### src/rtl/aixh_mxc_left_qtile_sched.sv
// aixh_mxc_left_qtile_sched: load/drain sequencer for one column of MxConv left queue-tile iscells.
// Define AIXH_MXC_LQSCHED_PERF_EN to add saturating full/empty stall counters.
`ifndef AIXH_LTC_MXC_RDATA_QDEPTH
`define AIXH_LTC_MXC_RDATA_QDEPTH 8
`endif
module aixh_mxc_left_qtile_sched #(
    parameter int SKEW_DEPTH = 1,
    parameter int QDEPTH = `AIXH_LTC_MXC_RDATA_QDEPTH,
    parameter int LEN_W = 8,
    parameter int RMODE_LAG = 2,
    localparam int LVL_W = $clog2(QDEPTH + 1)
) (
    input  logic             aixh_core_clk,
    input  logic             aixh_core_rst,
    input  logic             i_ld_valid,
    output logic             o_ld_ready,
    input  logic [LEN_W-1:0] i_ld_len,
    input  logic             i_src_valid,
    output logic             o_src_ready,
    input  logic             i_dr_valid,
    output logic             o_dr_ready,
    input  logic [LEN_W-1:0] i_dr_len,
    input  logic [1:0]       i_dr_rmode,
    output logic             o_senable,
    output logic             o_wenable,
    output logic             o_renable,
    output logic [1:0]       o_rmode,
    output logic             o_ld_done,
    output logic             o_dr_done,
`ifdef AIXH_MXC_LQSCHED_PERF_EN
    output logic [31:0]      o_full_stalls,
    output logic [31:0]      o_empty_stalls,
`endif
    output logic [LVL_W-1:0] o_level
);
    localparam logic [1:0] RMODE_KEEP = 2'd0;
    localparam logic [LVL_W-1:0] QFULL = LVL_W'(QDEPTH);
    localparam logic [LEN_W-1:0] LEN_ONE = LEN_W'(1);
    typedef enum logic {LD_IDLE, LD_RUN} ld_state_t;
    typedef enum logic {DR_IDLE, DR_RUN} dr_state_t;
    ld_state_t ld_state, ld_nxt;
    dr_state_t dr_state, dr_nxt;
    logic [LEN_W-1:0] ld_cnt, dr_cnt;
    logic [1:0] dr_rmode_q, rmode_in;
    logic [LVL_W-1:0] rsv, level;
    logic ld_acc, dr_acc, ld_last, dr_last;
    always_comb begin
        ld_acc = i_ld_valid && o_ld_ready;
        dr_acc = i_dr_valid && o_dr_ready;
        o_senable = (ld_state == LD_RUN) && i_src_valid && (rsv < QFULL);
        o_src_ready = o_senable;
        ld_last = o_senable && (ld_cnt == LEN_ONE);
        o_renable = (dr_state == DR_RUN) && (level != '0);
        dr_last = o_renable && (dr_cnt == LEN_ONE);
        o_dr_done = dr_last;
        o_level = level;
        ld_nxt = ld_acc ? LD_RUN : ld_last ? LD_IDLE : ld_state;
        dr_nxt = dr_acc ? DR_RUN : dr_last ? DR_IDLE : dr_state;
        rmode_in = o_renable ? dr_rmode_q : RMODE_KEEP;
    end
    // len 0 wraps through all ones, giving 2**LEN_W beats before reaching 1
    always_ff @(posedge aixh_core_clk) begin
        if (aixh_core_rst) begin
            ld_state <= LD_IDLE;
            dr_state <= DR_IDLE;
            o_ld_ready <= 1'b0;
            o_dr_ready <= 1'b0;
            ld_cnt <= '0;
            dr_cnt <= '0;
            dr_rmode_q <= RMODE_KEEP;
            rsv <= '0;
            level <= '0;
        end else begin
            ld_state <= ld_nxt;
            dr_state <= dr_nxt;
            o_ld_ready <= ld_nxt == LD_IDLE;
            o_dr_ready <= dr_nxt == DR_IDLE;
            ld_cnt <= ld_acc ? i_ld_len : o_senable ? ld_cnt - 1'b1 : ld_cnt;
            dr_cnt <= dr_acc ? i_dr_len : o_renable ? dr_cnt - 1'b1 : dr_cnt;
            dr_rmode_q <= dr_acc ? i_dr_rmode : dr_rmode_q;
            rsv <= (o_senable && !o_renable) ? rsv + 1'b1 : (o_renable && !o_senable) ? rsv - 1'b1 : rsv;
            level <= (o_wenable && !o_renable) ? level + 1'b1 : (o_renable && !o_wenable) ? level - 1'b1 : level;
        end
    end
    // the last-beat flag travels with wenable so ld_done lands on the final write
    if (SKEW_DEPTH == 0) begin : g_wen_pass
        assign o_wenable = o_senable;
        assign o_ld_done = ld_last;
    end else begin : g_wen_dly
        logic [SKEW_DEPTH-1:0] wen_sr, last_sr;
        always_ff @(posedge aixh_core_clk) begin
            if (aixh_core_rst) begin
                wen_sr <= '0;
                last_sr <= '0;
            end else begin
                wen_sr <= SKEW_DEPTH'({wen_sr, o_senable});
                last_sr <= SKEW_DEPTH'({last_sr, ld_last});
            end
        end
        assign o_wenable = wen_sr[SKEW_DEPTH-1];
        assign o_ld_done = last_sr[SKEW_DEPTH-1];
    end
    if (RMODE_LAG == 0) begin : g_rm_pass
        assign o_rmode = rmode_in;
    end else begin : g_rm_dly
        logic [2*RMODE_LAG-1:0] rm_sr;
        always_ff @(posedge aixh_core_clk) begin
            if (aixh_core_rst) rm_sr <= {RMODE_LAG{RMODE_KEEP}};
            else rm_sr <= (2*RMODE_LAG)'({rm_sr, rmode_in});
        end
        assign o_rmode = rm_sr[2*RMODE_LAG-1 -: 2];
    end
`ifdef AIXH_MXC_LQSCHED_PERF_EN
    always_ff @(posedge aixh_core_clk) begin
        if (aixh_core_rst) begin
            o_full_stalls <= '0;
            o_empty_stalls <= '0;
        end else begin
            if (ld_state == LD_RUN && i_src_valid && rsv == QFULL && o_full_stalls != '1)
                o_full_stalls <= o_full_stalls + 32'd1;
            if (dr_state == DR_RUN && level == '0 && o_empty_stalls != '1)
                o_empty_stalls <= o_empty_stalls + 32'd1;
        end
    end
`endif
endmodule

### config.mk
export PLATFORM = sky130hd
export DESIGN_NAME = aixh_mxc_left_qtile_sched
export DESIGN_NICKNAME = d
export VERILOG_FILES = /design/src/rtl/aixh_mxc_left_qtile_sched.sv
export SDC_FILE = /design/constraint.sdc
export NUM_CORES = 1
export LEC_CHECK = 0
export CORE_ASPECT_RATIO = 0.75
export CORE_MARGIN = 5
export CORE_UTILIZATION = 45
export DETAILED_ROUTE_END_ITERATION = 10
export GPL_ROUTABILITY_DRIVEN = 0
export PLACE_DENSITY = 0.78
export SLEW_MARGIN = 20
export SYNTH_ARGS = -nofsm -noshare
export SYNTH_HDL_FRONTEND = slang
export SYNTH_SLANG_ARGS = --single-unit
### constraint.sdc
create_clock -name aixh_core_clk -period 4 [get_ports aixh_core_clk]
set_clock_uncertainty 0.15 [all_clocks]
set_input_delay 0.8 -clock aixh_core_clk [delete_from_list [all_inputs] [get_ports aixh_core_clk]]
set_output_delay 0.8 -clock aixh_core_clk [all_outputs]
set_load 0.02 [all_outputs]
[After elaboration in Yosys (flattened, before gate mapping)]
Cells that the tools add are included.
Cells by class
  magnitude comparators: 1
  muxes and demuxes: 12
  reduce and logical (&&, ||, !) cells: 20
  equal/unequal tests: 2
  add/sub/neg operators: 6
  bitwise gates (word level): 3
Operator list (number)
  8-bit two-way mux: 4
  8-bit by 1-bit equality test with 1-bit output (second input constant): 2
  4-bit two-way mux: 4
  8-bit by 1-bit subtractor with 8-bit output (second input constant): 2
  1-bit logical AND: 11
  4-bit by 1-bit adder with 4-bit output (second input constant): 2
  2-bit nonzero test: 4
  4-bit by 1-bit subtractor with 4-bit output (second input constant): 2
  4-bit < comparator (second input constant): 1
  1-bit two-way mux: 4
  4-bit nonzero test: 1
  1-bit logical NOT: 3
  1-bit inverter: 3
  2-bit OR reduction: 1
Storage, ports and cells
  output and inout port bits: 14
  bits of input ports: 23
  register bits after elaboration: 36

[Logic depth before layout (Yosys ltp)]
Gate-level depths: netlist of the first run.
  word-level depth: 6
  mapped depth: 9

[Least setup slack after synthesis of the first run]
Ideal clock, no wire load.
  path type: input to register
  start: input i_src_valid
  end: register rsv[3]
  slack: 1068 ps
  arrival: 2661 ps
  cell stages on the path: 9
  path buffers: 1
  required time: 3729 ps
  cells stage by stage: and3b_1 -> clkbuf_1 -> ha_1 -> inv_1 -> ha_1 -> a21oi_1 -> a211oi_1 -> a31oi_1 -> mux2_2
Between the ends
  word-level cells in the longest chain between the ends: 5
Ends and longest elaborated chain
  from (decl): RTL line 18  | input logic i_src_valid,
  1-bit logical AND (*) (2 in a row): RTL line 50  | o_senable = (ld_state == LD_RUN) && i_src_valid && (rsv < QFULL);
  net o_senable: RTL line 24  | output logic o_senable,
  1-bit logical NOT: RTL line 81  | rsv <= (o_senable && !o_renable) ? rsv + 1'b1 : (o_renable && !o_senable) ? rsv - 1'b1 : rsv;
  1-bit logical AND: RTL line 81
  2-bit nonzero test (no line)
  to (signal assigned): RTL line 81
  to (decl): RTL line 45  | logic [LVL_W-1:0] rsv, level;
Mark *: on every way through the listed nets, which the timed path passes. The rest lies on a longest branch.
A chain may end at the register's enable or synchronous reset.

[Worst setup path after layout of the first run]
  start: register dr_cnt[3]
  end: output o_dr_done
Between the ends
  word-level cells in the longest chain between the ends: 2
Ends and longest elaborated chain
  from (decl): RTL line 43  | logic [LEN_W-1:0] ld_cnt, dr_cnt;
  from (signal assigned): RTL line 79  | dr_cnt <= dr_acc ? i_dr_len : o_renable ? dr_cnt - 1'b1 : dr_cnt;
  8-bit by 1-bit equality test with 1-bit output: RTL line 54  | dr_last = o_renable && (dr_cnt == LEN_ONE);
  1-bit logical AND: RTL line 54
  to (decl): RTL line 29  | output logic o_dr_done,
Every way passes these cells.

==> impl_metrics.env, run 1 <==
export IMPL_initial_core_util_pct=47.4
export IMPL_yosys_top_cells_count="dfxtp_1, nor2_1, nand2_1"
export IMPL_wl_met1_um=1720
export IMPL_drive_gt1_share_pct=7.73
export IMPL_grt_pass1_vias=1368
export IMPL_cts_num_sinks=36
export IMPL_route_met3_wl_um=210
export IMPL_drt_total_wl_um=3530
export IMPL_ctsHoldBuffers=0
export IMPL_worst_r2r_setup_slack_ns=1.26
export IMPL_yosysTopAreaCell="dfxtp_1"
export IMPL_synth_top_area_share_pct=40.8
export IMPL_layout_min_cycle_time_ns=3.31
export IMPL_drc_errors=0
export IMPL_arrival_ns=2.36
export IMPL_setup_viol=0
export IMPL_cts_tree="built"
export IMPL_clk_latency_ns=0.29
export IMPL_p_leak_nw=0.854
export IMPL_grt_pass1_wl_um=6000
export IMPL_period_share_pct=82.6
export IMPL_worstMarginPinSlew_ns=0.940
export IMPL_synth_edf_count=0
export IMPL_grt_start_max_net_pins=28
export IMPL_diodes=0
export IMPL_num_fill_cells=341
export IMPL_avgSynthCellArea_um2=8.84
export IMPL_worst_slew_margin_rel_pct=37.1
export IMPL_antenna_found_initial=0
export IMPL_hold_viol_final=0
export IMPL_area_growth_syn_to_layout_pct=28.2
export IMPL_vias=1418
export IMPL_die_width_um=82.4
export IMPL_synth_cells=200
export IMPL_die_area_um2=5300
export IMPL_dp_cells=277
export IMPL_via_per_inst=4.98
export IMPL_cts_root_buf="clkbuf_8"
export IMPL_wl_met2_um=1530
export IMPL_critPathLaunchType="register"
export IMPL_fin_setup_tns_ns=0
export IMPL_post_cts_resize_count=0
export IMPL_synth_most_common_cell="dfxtp_1"
export IMPL_top_layer="met4"
export IMPL_worstPathRequired_ns=3.05
export IMPL_crit_fanout=4
export IMPL_yosys_top_cells_area="dfxtp_1, ha_1, nor2_1, a211oi_1, xnor2_1"
export IMPL_path_clk_slew_ns=0.07
export IMPL_setup_slack_ns=0.695
export IMPL_async_flop_share_pct=0
export IMPL_netlist_area_um2=1770
export IMPL_drv_slew=0
export IMPL_synthesis_nets=235
export IMPL_core_area_um2=3730
export IMPL_ys_types=37
export IMPL_place_ws_ns=0.595
export IMPL_htreeDepth=2
export IMPL_grtUsageTotal_pct=14.9
export IMPL_nNetsFinal=267
export IMPL_maxCapViolations=0
export IMPL_path_class="register to output port"
export IMPL_cts_inserted_buffers=5
export IMPL_vdd_ir_drop_worst_mv=0.237
export IMPL_power_density_nw_per_um2=404
export IMPL_fin_util_pct=60.7
export IMPL_drtPass1Iterations=4
export IMPL_cts_setup_buffers=0
export IMPL_avgRoutedWirePerCell_um=12.4
export IMPL_rsz0062_at_grt="no"
export IMPL_grt_overflow=0
export IMPL_synth_ff_type="dfxtp_1"
export IMPL_layout_cells_non_filler=285
export IMPL_io_pins=37
export IMPL_outcome="completed"
export IMPL_cts_buffer_depth=2
export IMPL_fp_row_count=19
export IMPL_ys_ff_latch=36
export IMPL_ys_seq_area_share_pct=40.8
export IMPL_drt_iter0_markers=40
export IMPL_port_buffers=36
export IMPL_fp_dieH_um=64.3
export IMPL_clock_fmax_mhz=303
export IMPL_worstSetupEndpointType="output port"
export IMPL_postRouteAntennaNets=0
export IMPL_hold_path_class="register to register"
export IMPL_synth_warnings=0
export IMPL_dpl_hpwl_um=2560
[state kept, by name (all words and copies together) (netlist names)]
register	count
o_dr_ready	1
dr_cnt	8
o_ld_ready	1
rsv	4
ld_state	1
o_ld_done	1
dr_rmode_q	2
o_wenable	1
dr_state	1
ld_cnt	8
o_level	4
g_rm_dly.rm_sr	4
[metrics by stage]
stage	hold WS (ns)	instance area (um2)	power (W)
2_1_floorplan	0.264	1770	0.000543
3_3_place_gp	0.283	2160	0.000604
3_5_place_dp	0.277	2160	0.000609
4_1_cts	0.300	2270	0.000928
5_1_grt	0.318	2270	0.000967
6_report	0.293	2270	0.000917
[cells by family (layout without fill, tap and decap cells)]
group                      count (synthesis)  after routing  share of synthesized area [%]
DFF                                       36             36                           40.8
buffers and inverters                     22             55                           5.31
xor gates and xnor gates                  16             16                           7.93
AOI/OAI and AO/OA                         32             32                           12.5
muxes                                      4              4                           2.41
and+or+nand+nor                           78             78                           21.7
adders and majority gates                 12             12                           9.34
[worst max-delay path: stages, from the launching register on]
cell and delay (ns):
dfxtp_1 0.34, or4_1 0.56, or4_4 0.51, inv_1 0.06, clkdlybuf4s50_1 0.59
[layout make-up]
class                           count  area (um2)  area share (%)
Clock buffer                        6        72.6            3.20
Clock inverter                      2        35.0            1.55
Inverter                            8        30.0            1.32
Multi-Input combinational cell    142         961            42.4
Sequential cell                    36         721            31.8
Tap cell                           52        65.1            2.87
Timing Repair Buffer               39         383            16.9
[worst paths after layout]
| check | to | start | cells after the start |
|---|---|---|---|
| min reg2reg | g_rm_dly.rm_sr[2]$_SDFF_PP0_ | g_rm_dly.rm_sr[0]$_SDFF_PP0_ | 1 |
| max | o_dr_done | dr_cnt[3]$_SDFFE_PP0P_ | 4 |
| min | g_rm_dly.rm_sr[2]$_SDFF_PP0_ | g_rm_dly.rm_sr[0]$_SDFF_PP0_ | 1 |
| max reg2reg | rsv[3]$_SDFFE_PP0P_ | o_level[0]$_SDFFE_PP0P_ | 9 |
[routing by layer]
layer / GRT usage [%] / vias to the layer above
li1: - / 748
met1: 19.4 / 637
met2: 22.0 / 25
met3: 4.92 / 8
met4: 6.85 / 0
met5: 0 / -
[cells in the final DEF, fill, tap and decap left out, drive strengths merged, types with 2 or more instances in the layout]
cell,instances
fa,2
xor2,8
a21oi,10
nand3,5
buf,3
clkbuf,6
a311oi,2
nand4b,2
clkdlybuf4s50,36
nor2b,5
nor4,4
nor2,30
or4,2
inv,8
mux2,2
nor3,2
o211ai,2
a211oi,14
nand2b,2
xnor2,8
dfxtp,36
nor3b,2
ha,10
a31oi,2
or2,2
mux2i,2
nand2,17
[power breakdown]
part / internal, W / switching, W
sequential: 0.000388 / 0.0000278
clock: 0.000185 / 0.000130
combinational: 0.0000959 / 0.0000894
total: 0.000669 / 0.000248
Note: power is estimated with default switching activity, not from simulation.
==> run 2, diff against run 1 <==
Clock period 4 ns to 3.2 ns, I/O delays scaled along.
==> run 2 against run 1 <==
Total power up 25%. Routed wire length increased by 1.5%. Global-route usage fell by 0.079 points. Critical path type unchanged. Critical endpoint unchanged. Largest power group unchanged. Highest routed layer unchanged.
==> impl_metrics.env, run 2 (same netlist as run 1, synthesis figures left out) <==
export IMPL_outcome="completed"
export IMPL_grt_overflow=0
export IMPL_die_width_um=82.4
export IMPL_grt_pass1_wl_um=6040
export IMPL_use_met1_pct=18.5
export IMPL_path_cells="or4_1 -> or4_4 -> inv_1 -> clkdlybuf4s50_1"
export IMPL_clk_latency_ns=0.29
export IMPL_fp_dieH_um=64.3
export IMPL_core_area_um2=3730
export IMPL_grt_busiest_layer="met2"
export IMPL_cts_buffer_depth=2
export IMPL_drt_iter0_markers=34
export IMPL_maxCapViolations=0
export IMPL_layout_min_cycle_time_ns=3.13
export IMPL_drc_errors=0
export IMPL_period_share_pct=97.7
export IMPL_critPathBufInv=2
export IMPL_power_density_nw_per_um2=502
export IMPL_use_met2_pct=23.1
export IMPL_drv_slew=0
export IMPL_cts_tree="built"
export IMPL_crit_fanout=4
export IMPL_htreeDepth=2
export IMPL_crit_path_start="dr_cnt[3]$_SDFFE_PP0P_"
export IMPL_rsz0062_at_grt="no"
export IMPL_avgRoutedWirePerCell_um=12.5
export IMPL_cts_setup_buffers=0
export IMPL_r2r_start="o_level[0]$_SDFFE_PP0P_"
export IMPL_final_cell_mix="dfxtp_1, clkdlybuf4s50_1, nor2_1"
export IMPL_hold_path_class="register to register"
export IMPL_path_class="register to output port"
export IMPL_p_leak_nw=0.863
export IMPL_critPathLaunchType="register"
export IMPL_die_area_um2=5300
export IMPL_worst_slew_margin_rel_pct=63.6
export IMPL_area_growth_syn_to_layout_pct=29.1
export IMPL_setup_viol=0
export IMPL_path_delay_family="simple AND/OR/NAND/NOR gates"
export IMPL_met3_usage_pct=6.18
export IMPL_critPathMaxStageDelay_ns=0.59
export IMPL_grt_start_max_net_pins=39
export IMPL_vdd_ir_drop_worst_mv=0.288
export IMPL_fin_setup_tns_ns=0
export IMPL_p_total_w=0.00115
export IMPL_postRouteAntennaNets=0
export IMPL_via_per_inst=4.99
export IMPL_setup_slack_ns=0.0749
export IMPL_antenna_found_initial=0
export IMPL_drive_gt1_share_pct=8.51
export IMPL_dpl_hpwl_um=2630
export IMPL_path_clk_slew_ns=0.07
export IMPL_num_fill_cells=348
export IMPL_arrival_ns=2.34
export IMPL_post_cts_resize_count=0
export IMPL_port_buffers=36
export IMPL_cts_root_buf="clkbuf_8"
export IMPL_vias=1432
export IMPL_worstPathRequired_ns=2.41
export IMPL_initial_core_util_pct=47.4
export IMPL_seqCellArea_um2=721
export IMPL_diodes=0
export IMPL_worstMarginPinSlew_ns=0.544
export IMPL_worstSetupEndpointType="output port"
export IMPL_grtUsageTotal_pct=14.8
export IMPL_worstHoldStart="g_rm_dly.rm_sr[1]$_SDFF_PP0_"
export IMPL_grt_pass1_vias=1382
export IMPL_io_pins=37
export IMPL_drt_total_wl_um=3590
export IMPL_drtPass1Iterations=4
export IMPL_place_ws_ns=0.231
export IMPL_cts_num_sinks=36
export IMPL_reg_top3="dr_cnt (8), ld_cnt (8)"
export IMPL_ctsHoldBuffers=0
export IMPL_multi_input_area_um2=961
export IMPL_fp_row_count=19
export IMPL_hold_viol_final=0
export IMPL_cts_inserted_buffers=5
export IMPL_slowest_stage="clkdlybuf4s50_1"
export IMPL_nNetsFinal=269
export IMPL_clock_fmax_mhz=320
==> run 2: cell count changes in the layout (fill, tap and decap cells not counted), sizes merged <==
cell,before,now
buf,3,5
==> run 2: layer usage <==
metal | wire length [um] | vias to the layer above
li1 | - | 754
met1 | 1650 | 640
met2 | 1630 | 32
met3 | 263 | 6
met4 | 41 | 0
met5 | 0 | -
==> run 2: report_power, final <==
| group | total (W) | leakage [nW] | internal [W] | switching, W |
|---|---|---|---|---|
| combinational | 0.000234 | 0.514 | 0.000121 | 0.000112 |
| sequential | 0.000520 | 0.295 | 0.000485 | 0.0000347 |
| clock | 0.000392 | 0.0552 | 0.000231 | 0.000161 |
==> run 2: worst register-to-register path, delay by kind of cell (launching register included) <==
family / cells / cell delay (ns)
adder cells (fa/ha/maj): 2 / 0.49
buffers and inverters: 2 / 0.30
AO/OA/AOI/OAI: 4 / 0.97
multiplexers: 1 / 0.35
flip-flops: 1 / 0.38
==> run 2: worst paths after layout <==
kind | to | depth (start not counted) | slack, ns
max | o_dr_done | 4 | 0.07
min | g_rm_dly.rm_sr[3]$_SDFF_PP0_ | 1 | 0.29
max reg2reg | rsv[3]$_SDFFE_PP0P_ | 9 | 0.45
min reg2reg | g_rm_dly.rm_sr[3]$_SDFF_PP0_ | 1 | 0.29
==> run 2: layout make-up <==
| class | instances | share of cell area (%) |
|---|---|---|
| multi-input cells | 142 | 42.1 |
| inverters | 8 | 1.32 |
| flip-flops and latches | 36 | 31.6 |
| clock inverters | 2 | 1.54 |
| well taps | 52 | 2.85 |
| clock buffers | 6 | 3.18 |
| repair buffers | 41 | 17.4 |
==> run 2: through the flow <==
step	util, %	cell area [um2]	hold slack [ns]	cells
detailed placement	58.3	2170	0.272	279
global placement	58.3	2170	0.269	279
floorplan	-	1770	0.264	200
global route	61.1	2280	0.317	287
finish	61.1	2280	0.288	287
CTS	61.1	2280	0.290	287
==> run 3, diff against run 2 <==
Settings changed: RECOVER_POWER set to 100, REMOVE_ABC_BUFFERS set to 1.
==> run 3 against run 2 <==
Cell count increased by 0.35%. Largest cell class unchanged. Routed wire length up 2.6%. Critical endpoint is now o_senable. Worst hold slack better by 0.0037 ns. Total power rose by 3.8%. Maximum frequency grew 5.3%. Non-clock buffer count is 1 higher.
==> impl_metrics.env, run 3 (same netlist as run 1, synthesis figures left out) <==
export IMPL_worstSetupEndpointType="output port"
export IMPL_critPathLaunchType="input pin"
export IMPL_cts_buffer_depth=2
export IMPL_area_growth_syn_to_layout_pct=29.4
export IMPL_drtPass1Iterations=4
export IMPL_drt_iter0_markers=62
export IMPL_avgRoutedWirePerCell_um=12.8
export IMPL_core_area_um2=3730
export IMPL_rsz0062_at_grt="no"
export IMPL_num_fill_cells=330
export IMPL_vdd_ir_drop_worst_mv=0.212
export IMPL_drt_total_wl_um=3680
export IMPL_port_buffers=36
export IMPL_rr_worst_depth=8
export IMPL_cts_inserted_buffers=5
export IMPL_finalInstanceArea_um2=2290
export IMPL_power_density_nw_per_um2=520
export IMPL_dpl_cell_area_um2=2180
export IMPL_whs_ns=0.292
export IMPL_antenna_found_initial=0
export IMPL_final_cell_mix="dfxtp_1, nor2_1, clkdlybuf4s50_1"
export IMPL_hold_viol_final=0
export IMPL_initial_core_util_pct=47.4
export IMPL_die_width_um=82.4
export IMPL_worst_r2r_setup_slack_ns=0.41
export IMPL_dp_cells=280
export IMPL_critPathMaxStageDelay_ns=0.67
export IMPL_multi_input_area_um2=961
export IMPL_reg_top3="dr_cnt (8), ld_cnt (8)"
export IMPL_grtUsageTotal_pct=15.2
export IMPL_path_cells="dlygate4sd3_1 -> and3b_1 -> buf_4 -> dlygate4sd3_1"
export IMPL_postRouteAntennaNets=0
export IMPL_die_area_um2=5300
export IMPL_via_per_inst=5.02
export IMPL_min_path_cells=1
export IMPL_layout_min_cycle_time_ns=2.97
export IMPL_worstMarginPinSlew_ns=0.623
export IMPL_hold_path_class="register to register"
export IMPL_maxCapViolations=0
export IMPL_drive_gt1_share_pct=7.63
export IMPL_outcome="completed"
export IMPL_fp_row_count=19
export IMPL_cts_num_sinks=36
export IMPL_worstPathRequired_ns=2.41
export IMPL_crit_fanout=7
export IMPL_worst_slew_margin_rel_pct=58.3
export IMPL_drv_slew=0
export IMPL_layout_commonest_cell="dfxtp_1"
export IMPL_arrival_ns=2.18
export IMPL_layout_cells_non_filler=288
export IMPL_clock_fmax_mhz=337
export IMPL_setup_viol=0
export IMPL_crit_top_cell="dlygate4sd3_1"
export IMPL_dpl_hpwl_um=2750
export IMPL_grt_overflow=0
export IMPL_vias=1447
export IMPL_ctsHoldBuffers=0
export IMPL_htreeDepth=2
export IMPL_p_total_w=0.00119
export IMPL_clk_latency_ns=0.29
export IMPL_cts_tree="built"
export IMPL_fp_dieH_um=64.3
export IMPL_grt_pass1_vias=1361
export IMPL_cts_root_buf="clkbuf_8"
export IMPL_period_share_pct=92.7
export IMPL_drc_errors=0
export IMPL_grt_start_max_net_pins=18
export IMPL_path_clk_slew_ns=0.07
export IMPL_fin_util_pct=61.3
export IMPL_cts_setup_buffers=0
export IMPL_path_class="input pin to output port"
export IMPL_io_pins=37
export IMPL_nNetsFinal=270
export IMPL_seqCellArea_um2=721
export IMPL_p_leak_nw=0.897
export IMPL_post_cts_resize_count=0
export IMPL_grt_pass1_wl_um=6180
export IMPL_slowest_stage="dlygate4sd3_1"
export IMPL_diodes=0
## run 3: changes by cell type in the layout (fill, tap and decap cells not counted)
cell / change
clkdlybuf4s50_1: -15
clkbuf_8: +2
buf_4: -3
clkbuf_1: +4
dlygate4sd3_1: +14
clkinv_2: -1
## run 3: through the flow
step,setup WS [ns],TNS (ns)
finish,0.233,0
global route,0.145,0
CTS,0.0572,0
detailed placement,0.230,0
global placement,0.306,0
floorplan,-0.196,-0.374
## run 3: final cells by class
type | count | area share, %
clock inverter | 1 | 1.31
multi-input combinational | 142 | 42.0
clock buffer | 7 | 4.21
timing repair buffer | 42 | 16.8
sequential | 36 | 31.5
inverter | 8 | 1.31
tap | 52 | 2.84
## run 3: final timing paths
check,startpoint,to
setup reg to reg,o_level[0]$_SDFFE_PP0P_,o_level[3]$_SDFFE_PP0P_
setup / recovery,i_src_valid,o_senable
hold reg to reg,g_rm_dly.rm_sr[1]$_SDFF_PP0_,g_rm_dly.rm_sr[3]$_SDFF_PP0_
hold / removal,g_rm_dly.rm_sr[1]$_SDFF_PP0_,g_rm_dly.rm_sr[3]$_SDFF_PP0_
## run 3: routing by layer
layer	vias to the layer above	GRT usage [%]	wire length (um)
met3	7	4.21	158
met1	660	20.5	1820
li1	754	-	-
met5	-	0	0
met4	0	8.51	85
met2	26	21.6	1620
## run 3: critical path, delay by kind of cell
family / cells / cell delay, ns
buffers and inverters: 3 / 1.36
and+or+nand+nor: 1 / 0.18
## run 3: where the power goes
group | switching (W) | internal [W]
sequential | 0.0000362 | 0.000485
combinational | 0.000113 | 0.000116
clock | 0.000164 | 0.000275
total | 0.000313 | 0.000876
